`src/rtl/dmi_tlul_pkg.sv`:
```
// Shared types, constants and integrity helpers for the DMI to TL-UL bridge.
package dmi_tlul_pkg;

    typedef enum logic [2:0] {
        StIdle  = 3'd0,
        StReqA  = 3'd1,
        StWaitD = 3'd2,
        StResp  = 3'd3,
        StDrain = 3'd4
    } dmi_tlul_state_e;

    // DTM response codes (Busy is reserved, never produced by the bridge).
    localparam logic [1:0] DtmSuccess = 2'd0;
    localparam logic [1:0] DtmErr     = 2'd2;
    localparam logic [1:0] DtmBusy    = 2'd3;

    // DTM request ops; op 3 is reserved and treated as a NOP.
    localparam logic [1:0] DtmNop   = 2'd0;
    localparam logic [1:0] DtmRead  = 2'd1;
    localparam logic [1:0] DtmWrite = 2'd2;

    localparam logic [2:0] TlPutFullData   = 3'd0;
    localparam logic [2:0] TlGet           = 3'd4;
    localparam logic [2:0] TlAccessAck     = 3'd0;
    localparam logic [2:0] TlAccessAckData = 3'd1;

    typedef struct packed {
        logic [6:0]  addr;
        logic [1:0]  op;
        logic [31:0] data;
    } dmi_req_t;

    typedef struct packed {
        logic [31:0] data;
        logic [1:0]  resp;
    } dmi_resp_t;

    typedef struct packed {
        logic [6:0] cmd_intg;
        logic [6:0] data_intg;
    } tl_a_user_t;

    typedef struct packed {
        logic [6:0] rsp_intg;
        logic [6:0] data_intg;
    } tl_d_user_t;

    typedef struct packed {
        logic        a_valid;
        logic [2:0]  a_opcode;
        logic [2:0]  a_param;
        logic [1:0]  a_size;
        logic [7:0]  a_source;
        logic [31:0] a_address;
        logic [3:0]  a_mask;
        logic [31:0] a_data;
        tl_a_user_t  a_user;
        logic        d_ready;
    } tl_h2d_t;

    typedef struct packed {
        logic        d_valid;
        logic [2:0]  d_opcode;
        logic [2:0]  d_param;
        logic [1:0]  d_size;
        logic [7:0]  d_source;
        logic        d_sink;
        logic [31:0] d_data;
        tl_d_user_t  d_user;
        logic        d_error;
        logic        a_ready;
    } tl_d2h_t;

    // Folds 64 bits into a 7-bit check code; any single-bit flip changes the code.
    function automatic logic [6:0] intg_fold(input logic [63:0] d);
        logic [6:0] c;
        c = '0;
        for (int i = 0; i < 64; i++) begin
            c[i % 7] = c[i % 7] ^ d[i];
        end
        return c;
    endfunction

    function automatic logic [6:0] cmd_intg_calc(input logic [2:0] opcode, input logic [3:0] mask,
                                                 input logic [31:0] address);
        return intg_fold({25'h0, opcode, mask, address});
    endfunction

    function automatic logic [6:0] data_intg_calc(input logic [31:0] data);
        return intg_fold({32'h0, data});
    endfunction

    function automatic logic [6:0] rsp_intg_calc(input logic [2:0] opcode, input logic [1:0] size,
                                                 input logic error);
        return intg_fold({58'h0, opcode, size, error});
    endfunction

endpackage

```
`src/rtl/prim_flop.sv`:
```
// Plain asynchronous-reset register with a configurable reset value.
module prim_flop #(
    parameter int unsigned      Width      = 1,
    parameter logic [Width-1:0] ResetValue = '0
) (
    input  logic             clk_i,
    input  logic             rst_ni,
    input  logic [Width-1:0] d_i,
    output logic [Width-1:0] q_o
);

    // Storage element
    always_ff @(posedge clk_i or negedge rst_ni) begin
        if (!rst_ni) q_o <= ResetValue;
        else         q_o <= d_i;
    end

endmodule

```
`src/rtl/tlul_cmd_intg_gen.sv`:
```
// Fills in a_user command and data integrity for an outgoing TL-UL request.
module tlul_cmd_intg_gen
    import dmi_tlul_pkg::*;
(
    input  tl_h2d_t tl_i,
    output tl_h2d_t tl_o
);

    // Pass the request through, overwriting only the integrity fields
    always_comb begin
        tl_o                  = tl_i;
        tl_o.a_user.cmd_intg  = cmd_intg_calc(tl_i.a_opcode, tl_i.a_mask, tl_i.a_address);
        tl_o.a_user.data_intg = data_intg_calc(tl_i.a_data);
    end

endmodule

```
`src/rtl/tlul_rsp_intg_chk.sv`:
```
// Checks d_user response and data integrity of an incoming TL-UL response.
module tlul_rsp_intg_chk
    import dmi_tlul_pkg::*;
(
    input  tl_d2h_t tl_i,
    output logic    err_o
);

    logic unused_fields;
    assign unused_fields = ^{tl_i.d_valid, tl_i.d_param, tl_i.d_source, tl_i.d_sink, tl_i.a_ready};

    // Flag any mismatch between the carried and recomputed codes
    always_comb begin
        err_o = (tl_i.d_user.rsp_intg != rsp_intg_calc(tl_i.d_opcode, tl_i.d_size, tl_i.d_error)) ||
                (tl_i.d_user.data_intg != data_intg_calc(tl_i.d_data));
    end

endmodule

```
`src/rtl/dmi_tlul_bridge.sv`:
```
// Turns DMI requests into single-beat TL-UL transactions and returns DMI responses.
module dmi_tlul_bridge
    import dmi_tlul_pkg::*;
#(
    parameter logic [31:0] BaseAddr      = 32'h0,
    parameter int unsigned TimeoutCycles = 1024
) (
    input  logic      clk_i,
    input  logic      rst_ni,
    input  dmi_req_t  dmi_req_i,
    input  logic      dmi_req_valid_i,
    output logic      dmi_req_ready_o,
    output dmi_resp_t dmi_resp_o,
    output logic      dmi_resp_valid_o,
    input  logic      dmi_resp_ready_i,
    output tl_h2d_t   tl_o,
    input  tl_d2h_t   tl_i,
    output logic      intg_err_o
);

    localparam int unsigned CntW = (TimeoutCycles == 0) ? 1 : $clog2(TimeoutCycles + 1);
    // Last counter value of WaitD; the abort happens at the end of that cycle.
    localparam logic [CntW-1:0] CntLast = (TimeoutCycles == 0) ? '0 : CntW'(TimeoutCycles - 1);

    dmi_tlul_state_e state_q, state_d;
    logic [2:0]      state_raw;
    logic            is_write_q, is_write_d;
    logic [6:0]      addr_q, addr_d;
    logic [31:0]     wdata_q, wdata_d;
    dmi_resp_t       resp_q, resp_d;
    logic            drain_q, drain_d;
    logic            intg_err_q, intg_err_d;
    logic [CntW-1:0] cnt_q, cnt_d;
    logic            rsp_intg_err;
    tl_h2d_t         tl_pre;

    prim_flop #(
        .Width      (3),
        .ResetValue (3'(StIdle))
    ) u_state_flop (
        .clk_i (clk_i),
        .rst_ni(rst_ni),
        .d_i   (3'(state_d)),
        .q_o   (state_raw)
    );
    assign state_q = dmi_tlul_state_e'(state_raw);

    tlul_rsp_intg_chk u_rsp_chk (
        .tl_i (tl_i),
        .err_o(rsp_intg_err)
    );

    // Datapath registers
    always_ff @(posedge clk_i or negedge rst_ni) begin
        if (!rst_ni) begin
            is_write_q <= 1'b0;
            addr_q     <= '0;
            wdata_q    <= '0;
            resp_q     <= '0;
            drain_q    <= 1'b0;
            intg_err_q <= 1'b0;
            cnt_q      <= '0;
        end else begin
            is_write_q <= is_write_d;
            addr_q     <= addr_d;
            wdata_q    <= wdata_d;
            resp_q     <= resp_d;
            drain_q    <= drain_d;
            intg_err_q <= intg_err_d;
            cnt_q      <= cnt_d;
        end
    end

    // Next-state and datapath updates
    always_comb begin
        state_d    = state_q;
        is_write_d = is_write_q;
        addr_d     = addr_q;
        wdata_d    = wdata_q;
        resp_d     = resp_q;
        drain_d    = drain_q;
        intg_err_d = intg_err_q;
        cnt_d      = '0;
        unique case (state_q)
            StIdle: begin
                if (dmi_req_valid_i) begin
                    addr_d     = dmi_req_i.addr;
                    is_write_d = (dmi_req_i.op == DtmWrite);
                    wdata_d    = (dmi_req_i.op == DtmWrite) ? dmi_req_i.data : '0;
                    if (dmi_req_i.op == DtmRead || dmi_req_i.op == DtmWrite) begin
                        state_d = StReqA;
                    end else begin
                        resp_d  = '{data: '0, resp: DtmSuccess};
                        state_d = StResp;
                    end
                end
            end
            StReqA: begin
                if (tl_i.a_ready) state_d = StWaitD;
            end
            StWaitD: begin
                // A beat in the final counted cycle still wins over the abort.
                if (tl_i.d_valid) begin
                    resp_d.data = is_write_q ? '0 : tl_i.d_data;
                    resp_d.resp = (tl_i.d_error || rsp_intg_err) ? DtmErr : DtmSuccess;
                    intg_err_d  = intg_err_q | rsp_intg_err;
                    state_d     = StResp;
                end else if (TimeoutCycles != 0 && cnt_q == CntLast) begin
                    resp_d  = '{data: '0, resp: DtmErr};
                    drain_d = 1'b1;
                    state_d = StResp;
                end else begin
                    cnt_d = cnt_q + 1'b1;
                end
            end
            StResp: begin
                if (dmi_resp_ready_i) state_d = drain_q ? StDrain : StIdle;
            end
            StDrain: begin
                // The late beat is discarded but its integrity still counts.
                if (tl_i.d_valid) begin
                    intg_err_d = intg_err_q | rsp_intg_err;
                    drain_d    = 1'b0;
                    state_d    = StIdle;
                end
            end
            default: state_d = StIdle;
        endcase
    end

    // TL-UL request fields, all from registered state
    always_comb begin
        tl_pre           = '0;
        tl_pre.a_valid   = (state_q == StReqA);
        tl_pre.a_opcode  = is_write_q ? TlPutFullData : TlGet;
        tl_pre.a_size    = 2'd2;
        tl_pre.a_mask    = 4'hF;
        tl_pre.a_address = BaseAddr | {23'h0, addr_q, 2'b00};
        tl_pre.a_data    = wdata_q;
        tl_pre.d_ready   = (state_q == StWaitD) || (state_q == StDrain);
    end

    tlul_cmd_intg_gen u_cmd_gen (
        .tl_i(tl_pre),
        .tl_o(tl_o)
    );

    assign dmi_req_ready_o  = (state_q == StIdle);
    assign dmi_resp_valid_o = (state_q == StResp);
    assign dmi_resp_o       = resp_q;
    assign intg_err_o       = intg_err_q;

endmodule

```
`config.mk`:
```
export PLATFORM = sky130hd
export DESIGN_NAME = dmi_tlul_bridge
export DESIGN_NICKNAME = d
export VERILOG_FILES = /design/src/rtl/dmi_tlul_pkg.sv /design/src/rtl/prim_flop.sv /design/src/rtl/tlul_cmd_intg_gen.sv /design/src/rtl/tlul_rsp_intg_chk.sv /design/src/rtl/dmi_tlul_bridge.sv
export SDC_FILE = /design/constraint.sdc
export NUM_CORES = 1
export LEC_CHECK = 0
export BUFFER_PORTS_ARGS = -buffer_cell sky130_fd_sc_hd__buf_2
export CAP_MARGIN = 15
export CORE_MARGIN = 2
export CORE_UTILIZATION = 45
export CTS_BUF_LIST = sky130_fd_sc_hd__clkbuf_8 sky130_fd_sc_hd__clkbuf_16
export DETAILED_ROUTE_END_ITERATION = 6
export PLACE_DENSITY = 0.81
export SYNTH_ARGS = -nofsm -noshare
export SYNTH_HDL_FRONTEND = slang
export SYNTH_SLANG_ARGS = --single-unit
```
`constraint.sdc`:
```
create_clock -name clk_i -period 2 [get_ports clk_i]
set_input_delay 0.4 -clock clk_i [delete_from_list [all_inputs] [get_ports clk_i]]
set_output_delay 0.4 -clock clk_i [all_outputs]
set_load 0.02 [all_outputs]
```
==> metrics.md, run 1 <==
| Metric | Value |
|---|---|
| Status | finished, final reports clean |
| Rel. slew slack | around 63% |
| # H-tree levels | 3 |
| Max VDD drop | around 0.86 mV |
| Synth area leader | dfrtp_1 |
| Final Util | 56.5% |
| Setup TNS | 0 ns |
| Synth-to-layout area growth | 24.0% |
| Post-DRT Antenna Nets | 0 |
| DRC Markers | 0 |
| WP data required | 1.60 ns |
| Layout fillers | ~900 |
| Num CTS Buffers | 9 |
| Grt ovf | 0 |
| Wirelength, routed | between 10000 and 15000 um |
| Vias in the first global route | 3507 |
| Fin crit share | 94.7% |
| Count of cell types in the netlist | between 40 and 50 |
| Total GRT Usage | just under 20% |
| RSZ-0062 raised after global routing | false |
| Synth Cell Area | approximately 4600 um2 |
| Net Sw Frac | a little under half |
| Register area | roughly 2200 um2 |
| 1st-iter DRT viols | 225 |
| Leakage | 3.01 nW |
| CP arrival | around 1.5 ns |
| Fmax achieved | roughly 530 MHz |
| WL/cell | approximately 15 um |
| Drt pass-1 iters | 5 |
| Slew @ Worst Pin | 0.549 ns |
| Core area | 10200 um2 |
| Gate power share | ~55% |
| Fin Hold WS | around 0.0090 ns |
| Final setup violation count | 0 |
| CTS tree | yes |
| Worst skew pair latency | approximately 0.36 ns |
| Slew Limit Fails | 0 |
| Nets | around 740 |
| Area contributors post-synth | dfrtp_1 (48%), buf_4 (7.8%), xnor2_1 (7.6%) |
| Fin area | 5750 um2 |
| Flop pwr share | between 30% and 40% |
| Die X-Extent | roughly 110 um |
| Resize count post-CTS | 0 |
| GP Congestion | 0.812 |
| I/O pin cnt | 248 |
| Mapped Cells | around 440 |
| Worst Hold Class | input pin to async pin |
| DP HPWL | about 8600 um |
| Area occupied by multi-input gates | 2060 um2 |
| Yosys warnings | 0 |
| Pin count of the biggest net entering global routing | 62 |
| Via count | 3666 |
| Crit-path max FO | 3 |
| Seq/Total Area, Yosys | between 40% and 50% |
| Max_cap viols | 0 |
| Die area | around 11000 um2 |
| Via/cell ratio | roughly 4.8 |
| I/O Buffers | 190 |
| Clock Tree Root | clkbuf_8 |
| Share of layout cells above drive strength 1 | 36.9% |
| Internal Power | between 0.005 and 0.006 W |
| Sw power | 0.00445 W |
| Power density cells | ~1700 nW/um2 |
| First-pass GRT wire length | ~17000 um |
| Crit path kind | flip-flop to output pin |
| Initial Util | 45.5% |
| Row cnt | 37 |
| Clock tree buffer depth | 2 |
| Final count of hold timing violations | 0 |
| Setup Fix Bufs, Post-CTS | 0 |
| Synth Register Bits | a little under 90 |
| Share of the synthesized area in the top cell type | about 48% |
| Clock transition at path regs | ~0.1 ns |
| CTS Sinks | around 90 |
| Initial antenna violation count | 0 |
| DP Area | about 5600 um2 |
| Critical Path Sink Type | output pin |
| Syn avg cell area | around 10 um2 |
| Number of diodes | 0 |
| Die H | 106 um |
| Clk_skew | between 0.015 and 0.02 ns |
| Hold buffers post-CTS | 0 |
| Min Tclk post-route | about 1.9 ns |
| Startpoint Class | flip-flop |
| Clock power frac | between 10% and 20% |
==> metrics by stage <==
stage	std cells	setup WS, ns	power, W
floorplan	485	0.327	0.00675
global placement	751	0.0772	0.00826
detailed placement	751	0.0686	0.00841
CTS	767	0.0871	0.00961
global route	767	0.0153	0.0101
finish	767	0.106	0.00955
==> cells in the mapped netlist <==
cell type	instances
nor3_1	3
inv_1	9
xnor2_1	40
a21oi_2	1
nand4_2	1
mux2_2	8
nor2_1	14
a22o_1	32
buf_6	4
or2_1	2
and2b_2	1
o21bai_1	1
dfrtp_1	89
conb_1	2
xor2_1	20
ha_1	2
o21ai_4	1
or3_1	1
nor4_4	1
o211ai_1	1
nor3b_2	1
and3_1	2
nand3_1	4
nor3_2	1
nor4_1	1
o21ai_0	36
a311oi_1	1
nand3b_4	1
nand4_1	4
clkbuf_1	11
a21oi_1	5
nand2_1	71
o31ai_1	1
xnor3_1	6
a2111oi_0	1
nor2b_1	2
or2_2	1
a22oi_1	1
buf_2	6
mux2i_1	1
nand2b_1	2
buf_4	48
nor3b_1	2
==> flip-flops by register name, indices dropped and copies added (netlist names) <==
| register | count |
|---|---|
| intg_err_o | 1 |
| wdata_q | 32 |
| dmi_resp_o | 33 |
| u_state_flop.q_o | 3 |
| cnt_q | 11 |
| is_write_q | 1 |
| drain_q | 1 |
| addr_q | 7 |
==> per-layer routing <==
| metal | global-route usage [%] | part of all wire [%] |
|---|---|---|
| met1 | 26.2 | 43 |
| met2 | 32.7 | 50 |
| met4 | 7.24 | 2.0 |
| met3 | 3.96 | 5.1 |
| met5 | 0 | 0 |
==> path summary, 6_finish.rpt <==
check | slack, ns | cells past startpoint | to | start
worst max-delay path | 0.11 | 4 | tl_o[1] | wdata_q[28]
worst min-delay path | 0.009 | 1 | wdata_q[4] | rst_ni
worst max register to register | 0.20 | 6 | u_state_flop.q_o[0] | cnt_q[0]
worst min register to register | 0.48 | 1 | intg_err_o | intg_err_o
max in group asynchronous | 1.33 | 2 | intg_err_o | rst_ni
min in group clk_i | 0.26 | 2 | u_state_flop.q_o[1] | dmi_resp_ready_i
==> area by class of cell <==
type,instances,area share [%]
Tap cell,136,2.96
Clock buffer,10,2.39
Clock inverter,6,0.827
Timing Repair Buffer,199,18.6
Sequential cell,89,38.7
Inverter,9,0.587
Multi-Input combinational cell,318,35.9
==> power by group through the flow <==
stage,Sequential [W],Clock [W],Combinational (W)
after floorplan,0.00388,0,0.00286
after global placement,0.00309,0,0.00517
after detailed placement,0.00313,0,0.00528
after CTS,0.00310,0.00121,0.00530
after global routing,0.00320,0.00129,0.00563
final,0.00311,0.00118,0.00527
==> cells in the final DEF (no fill, tap or decap), types with 3 or more instances in the layout <==
cell type | netlist | layout
inv_6 | 0 | 3
o21ai_0 | 36 | 36
a21oi_1 | 5 | 5
mux2_2 | 8 | 8
xor2_1 | 20 | 20
nand2_1 | 71 | 70
a22o_1 | 32 | 32
clkbuf_8 | 0 | 10
nor3_1 | 3 | 3
nand4_1 | 4 | 4
dfrtp_1 | 89 | 89
xnor3_1 | 6 | 6
buf_12 | 0 | 4
buf_4 | 48 | 6
conb_1 | 2 | 45
buf_2 | 6 | 189
nand3_1 | 4 | 4
nor2_1 | 14 | 14
xnor2_1 | 40 | 40
inv_1 | 9 | 9
==> critical path, stage by stage (launching register included) <==
cell	delay (ns)
dfrtp_1	0.44
xnor2_1	0.16
xnor2_1	0.21
xnor2_1	0.14
buf_2	0.18
==> cells by family after synthesis <==
| group | Yosys count | synth area share, % |
|---|---|---|
| buf+inv | 78 | 11.0 |
| compound gates | 81 | 12.0 |
| other cells | 2 | 0.162 |
| simple gates | 115 | 11.8 |
| xor+xnor | 66 | 14.2 |
| mux | 9 | 2.16 |
| fa+ha+maj | 2 | 0.540 |
| flops | 89 | 48.0 |
(Power assumes the default switching activity.)
==> run 2: changes to the inputs <==
CORE_UTILIZATION = 49   (was 45)
PLACE_DENSITY = 0.86   (was 0.81)
clock period = 2.4 ns   (was 2 ns; I/O delays follow)
==> run 2 against run 1 <==
Effect of this change: clock skew decreased by 0.0046 ns; via count decreased by 0.25%; die area decreased by 7.9%.
==> metrics.md, run 2 (synthesis gave the netlist of run 1 again) <==
| Metric | Value |
|---|---|
| Final count of hold timing violations | 0 (unchanged) |
| Rel. slew slack | 47.3% (-16 points) |
| Initial Util | 50.4% (+4.9 points) |
| Flop pwr share | 31.8% (-0.7 points) |
| Startpoint Class | flip-flop |
| Max VDD drop | 0.631 mV (-26%) |
| Vias in the first global route | 3387 (-3.4%) |
| Clock power frac | 14.6% (+2.3 points) |
| Gate power share | 53.6% (-1.5 points) |
| Slew Limit Fails | 0 (unchanged) |
| Total power | 0.00810 W (-15%) |
| RSZ-0062 raised after global routing | false |
| Resize count post-CTS | 0 (unchanged) |
| Commonest non-fill, non-tap cells in the layout | buf_2 (189), dfrtp_1 (89), nand2_1 (70) |
| Fin Hold WS | 0.0825 ns (+0.0734 ns) |
| Die area | 10300 um2 (-7.9%) |
| DRC Markers | 0 (unchanged) |
| WL/cell | 14.8 um (+0.32%) |
| Via count | 3657 (-0.25%) |
| Setup WS pre-CTS | 0.224 ns (+0.156 ns) |
| DP Cell Count | 723 (-3.7%) |
| Max reg flops | 33 (unchanged) |
| Clk_skew | 0.0154 ns (-0.00461 ns) |
| CP arrival | 2.31 ns (+0.82 ns) |
| Cells along the critical path | buf_4 -> nor3_1 -> o21ai_2 -> a22o_1 |
| Slowest cell on the critical path | nor3_1 |
| Num CTS Buffers | 9 (unchanged) |
| Setup Fix Bufs, Post-CTS | 0 (unchanged) |
| WP data required | 2.63 ns (+1.03 ns) |
| Pin count of the biggest net entering global routing | 57 (-8.1%) |
| Clock tree buffer depth | 2 (unchanged) |
| R2R setup slack | 0.33 ns (+0.13 ns) |
| Total GRT Usage | 20.1% (+0.24 points) |
| Fmax achieved | between 400 and 500 MHz |
| Share of layout cells above drive strength 1 | 36.7% (-0.20 points) |
| First-pass GRT wire length | 16300 um (-6.5%) |
| Crit path kind | flip-flop to flip-flop |
| Reg2reg path depth | 4 (-2) |
| Power density cells | 1410 nW/um2 (-15%) |
| CP Capture Point | dmi_resp_o[5] |
| Fin crit share | roughly 86% |
| Status | finished, final reports clean |
| Wirelength, routed | 10900 um (-3.2%) |
| Worst Hold Class | input pin to async pin |
| Max incr delay on CP | 0.66 ns (+0.22 ns) |
| Launch point of the worst path | u_state_flop.q_o[0] |
| I/O pin cnt | 248 (unchanged) |
| Clock transition at path regs | 0.10 ns (about the same) |
| Setup TNS | 0 ns (unchanged) |
| Clock Tree Root | clkbuf_8 |
| Crit-path max FO | 17 (+14) |
| Final setup violation count | 0 (unchanged) |
| Drt pass-1 iters | 5 (unchanged) |
| Via/cell ratio | 4.94 (+3.4%) |
| Slew @ Worst Pin | 0.785 ns (+0.236 ns) |
| Row cnt | 35 (-5.4%) |
| Non-Filler Instances | 740 (-3.5%) |
| Net Sw Frac | 45.8% (-0.82 points) |
| Die H | 101 um (-4.0%) |
| Setup ws final | 0.326 ns (+0.220 ns) |
| DP HPWL | 8120 um (-5.4%) |
| Core area | 9200 um2 (-9.7%) |
| GP Congestion | 0.806 (-0.73%) |
| Commonest non-fill, non-tap cell in the layout | buf_2 |
| Sw power | 0.00371 W (-17%) |
| Critical Path Sink Type | flip-flop |
| I/O Buffers | 190 (unchanged) |
| Internal Power | 0.00439 W (-14%) |
| Nets | 737 (-0.27%) |
| Initial antenna violation count | 1 (+1) |
| Hold buffers post-CTS | 0 (unchanged) |
| CTS Sinks | 89 (unchanged) |
| Reg-to-Reg End | dmi_resp_o[5] |
| Post-DRT Antenna Nets | 0 (unchanged) |
| Worst skew pair latency | 0.35 ns (about the same) |
| Number of diodes | 0 (unchanged) |
| Synth-to-layout area growth | 23.5% |
| # H-tree levels | 3 (unchanged) |
| Grt ovf | 0 (unchanged) |
| Die X-Extent | 101 um (-4.0%) |
| RR Startpoint | u_state_flop.q_o[0] |
| Leakage | 3.01 nW (about the same) |
| Min Tclk post-route | slightly above 2 ns |
| Max_cap viols | 0 (unchanged) |
| 1st-iter DRT viols | 192 (-15%) |
| CTS tree | yes |
[run 2: cell type report]
| cell class | instances | area (um2) |
|---|---|---|
| flip-flops and latches | 89 | 2230 |
| inverters | 9 | 33.8 |
| multi-input cells | 319 | 2070 |
| fillers | 745 | 3470 |
| clock buffers | 9 | 124 |
| clock inverters | 7 | 108 |
| repair buffers | 196 | 1020 |
| well taps | 111 | 139 |
[run 2: power groups by stage]
stage | sequential [W] | clock [W] | combinational, W
CTS | 0.00257 | 0.00121 | 0.00434
finish | 0.00258 | 0.00118 | 0.00434
detailed placement | 0.00260 | 0 | 0.00432
floorplan | 0.00324 | 0 | 0.00239
global placement | 0.00256 | 0 | 0.00425
global route | 0.00265 | 0.00128 | 0.00468
[run 2: per-layer routing]
| layer | vias up | part of all wire, % | global-route usage, % |
|---|---|---|---|
| met2 | 125 | 51 | 32.5 |
| li1 | 1751 | - | - |
| met1 | 1769 | 43 | 27.1 |
| met5 | - | 0.12 | 0 |
| met4 | 2 | 0.87 | 6.44 |
| met3 | 10 | 5.3 | 4.76 |
[run 2: through the flow]
stage	cell area [um2]	util (%)
after floorplan	4800	-
after global placement	5490	59.7
after detailed placement	5490	59.7
after CTS	5720	62.2
after global routing	5730	62.3
final	5730	62.3
[run 2: critical path, delay by kind of cell (launching register included)]
| kind | cells | cell delay [ns] |
|---|---|---|
| AO/OA/AOI/OAI | 2 | 0.72 |
| AND/OR/NAND/NOR | 1 | 0.66 |
| flip-flops | 1 | 0.40 |
| buffers and inverters | 1 | 0.18 |
[run 2: worst min path at each step]
stage	startpoint	end
3_3_place_gp	intg_err_o	intg_err_o
6_report	rst_ni	wdata_q[18]
2_1_floorplan	rst_ni	addr_q[0]
4_1_cts	rst_ni	wdata_q[25]
3_5_place_dp	intg_err_o	intg_err_o
5_1_grt	rst_ni	wdata_q[25]
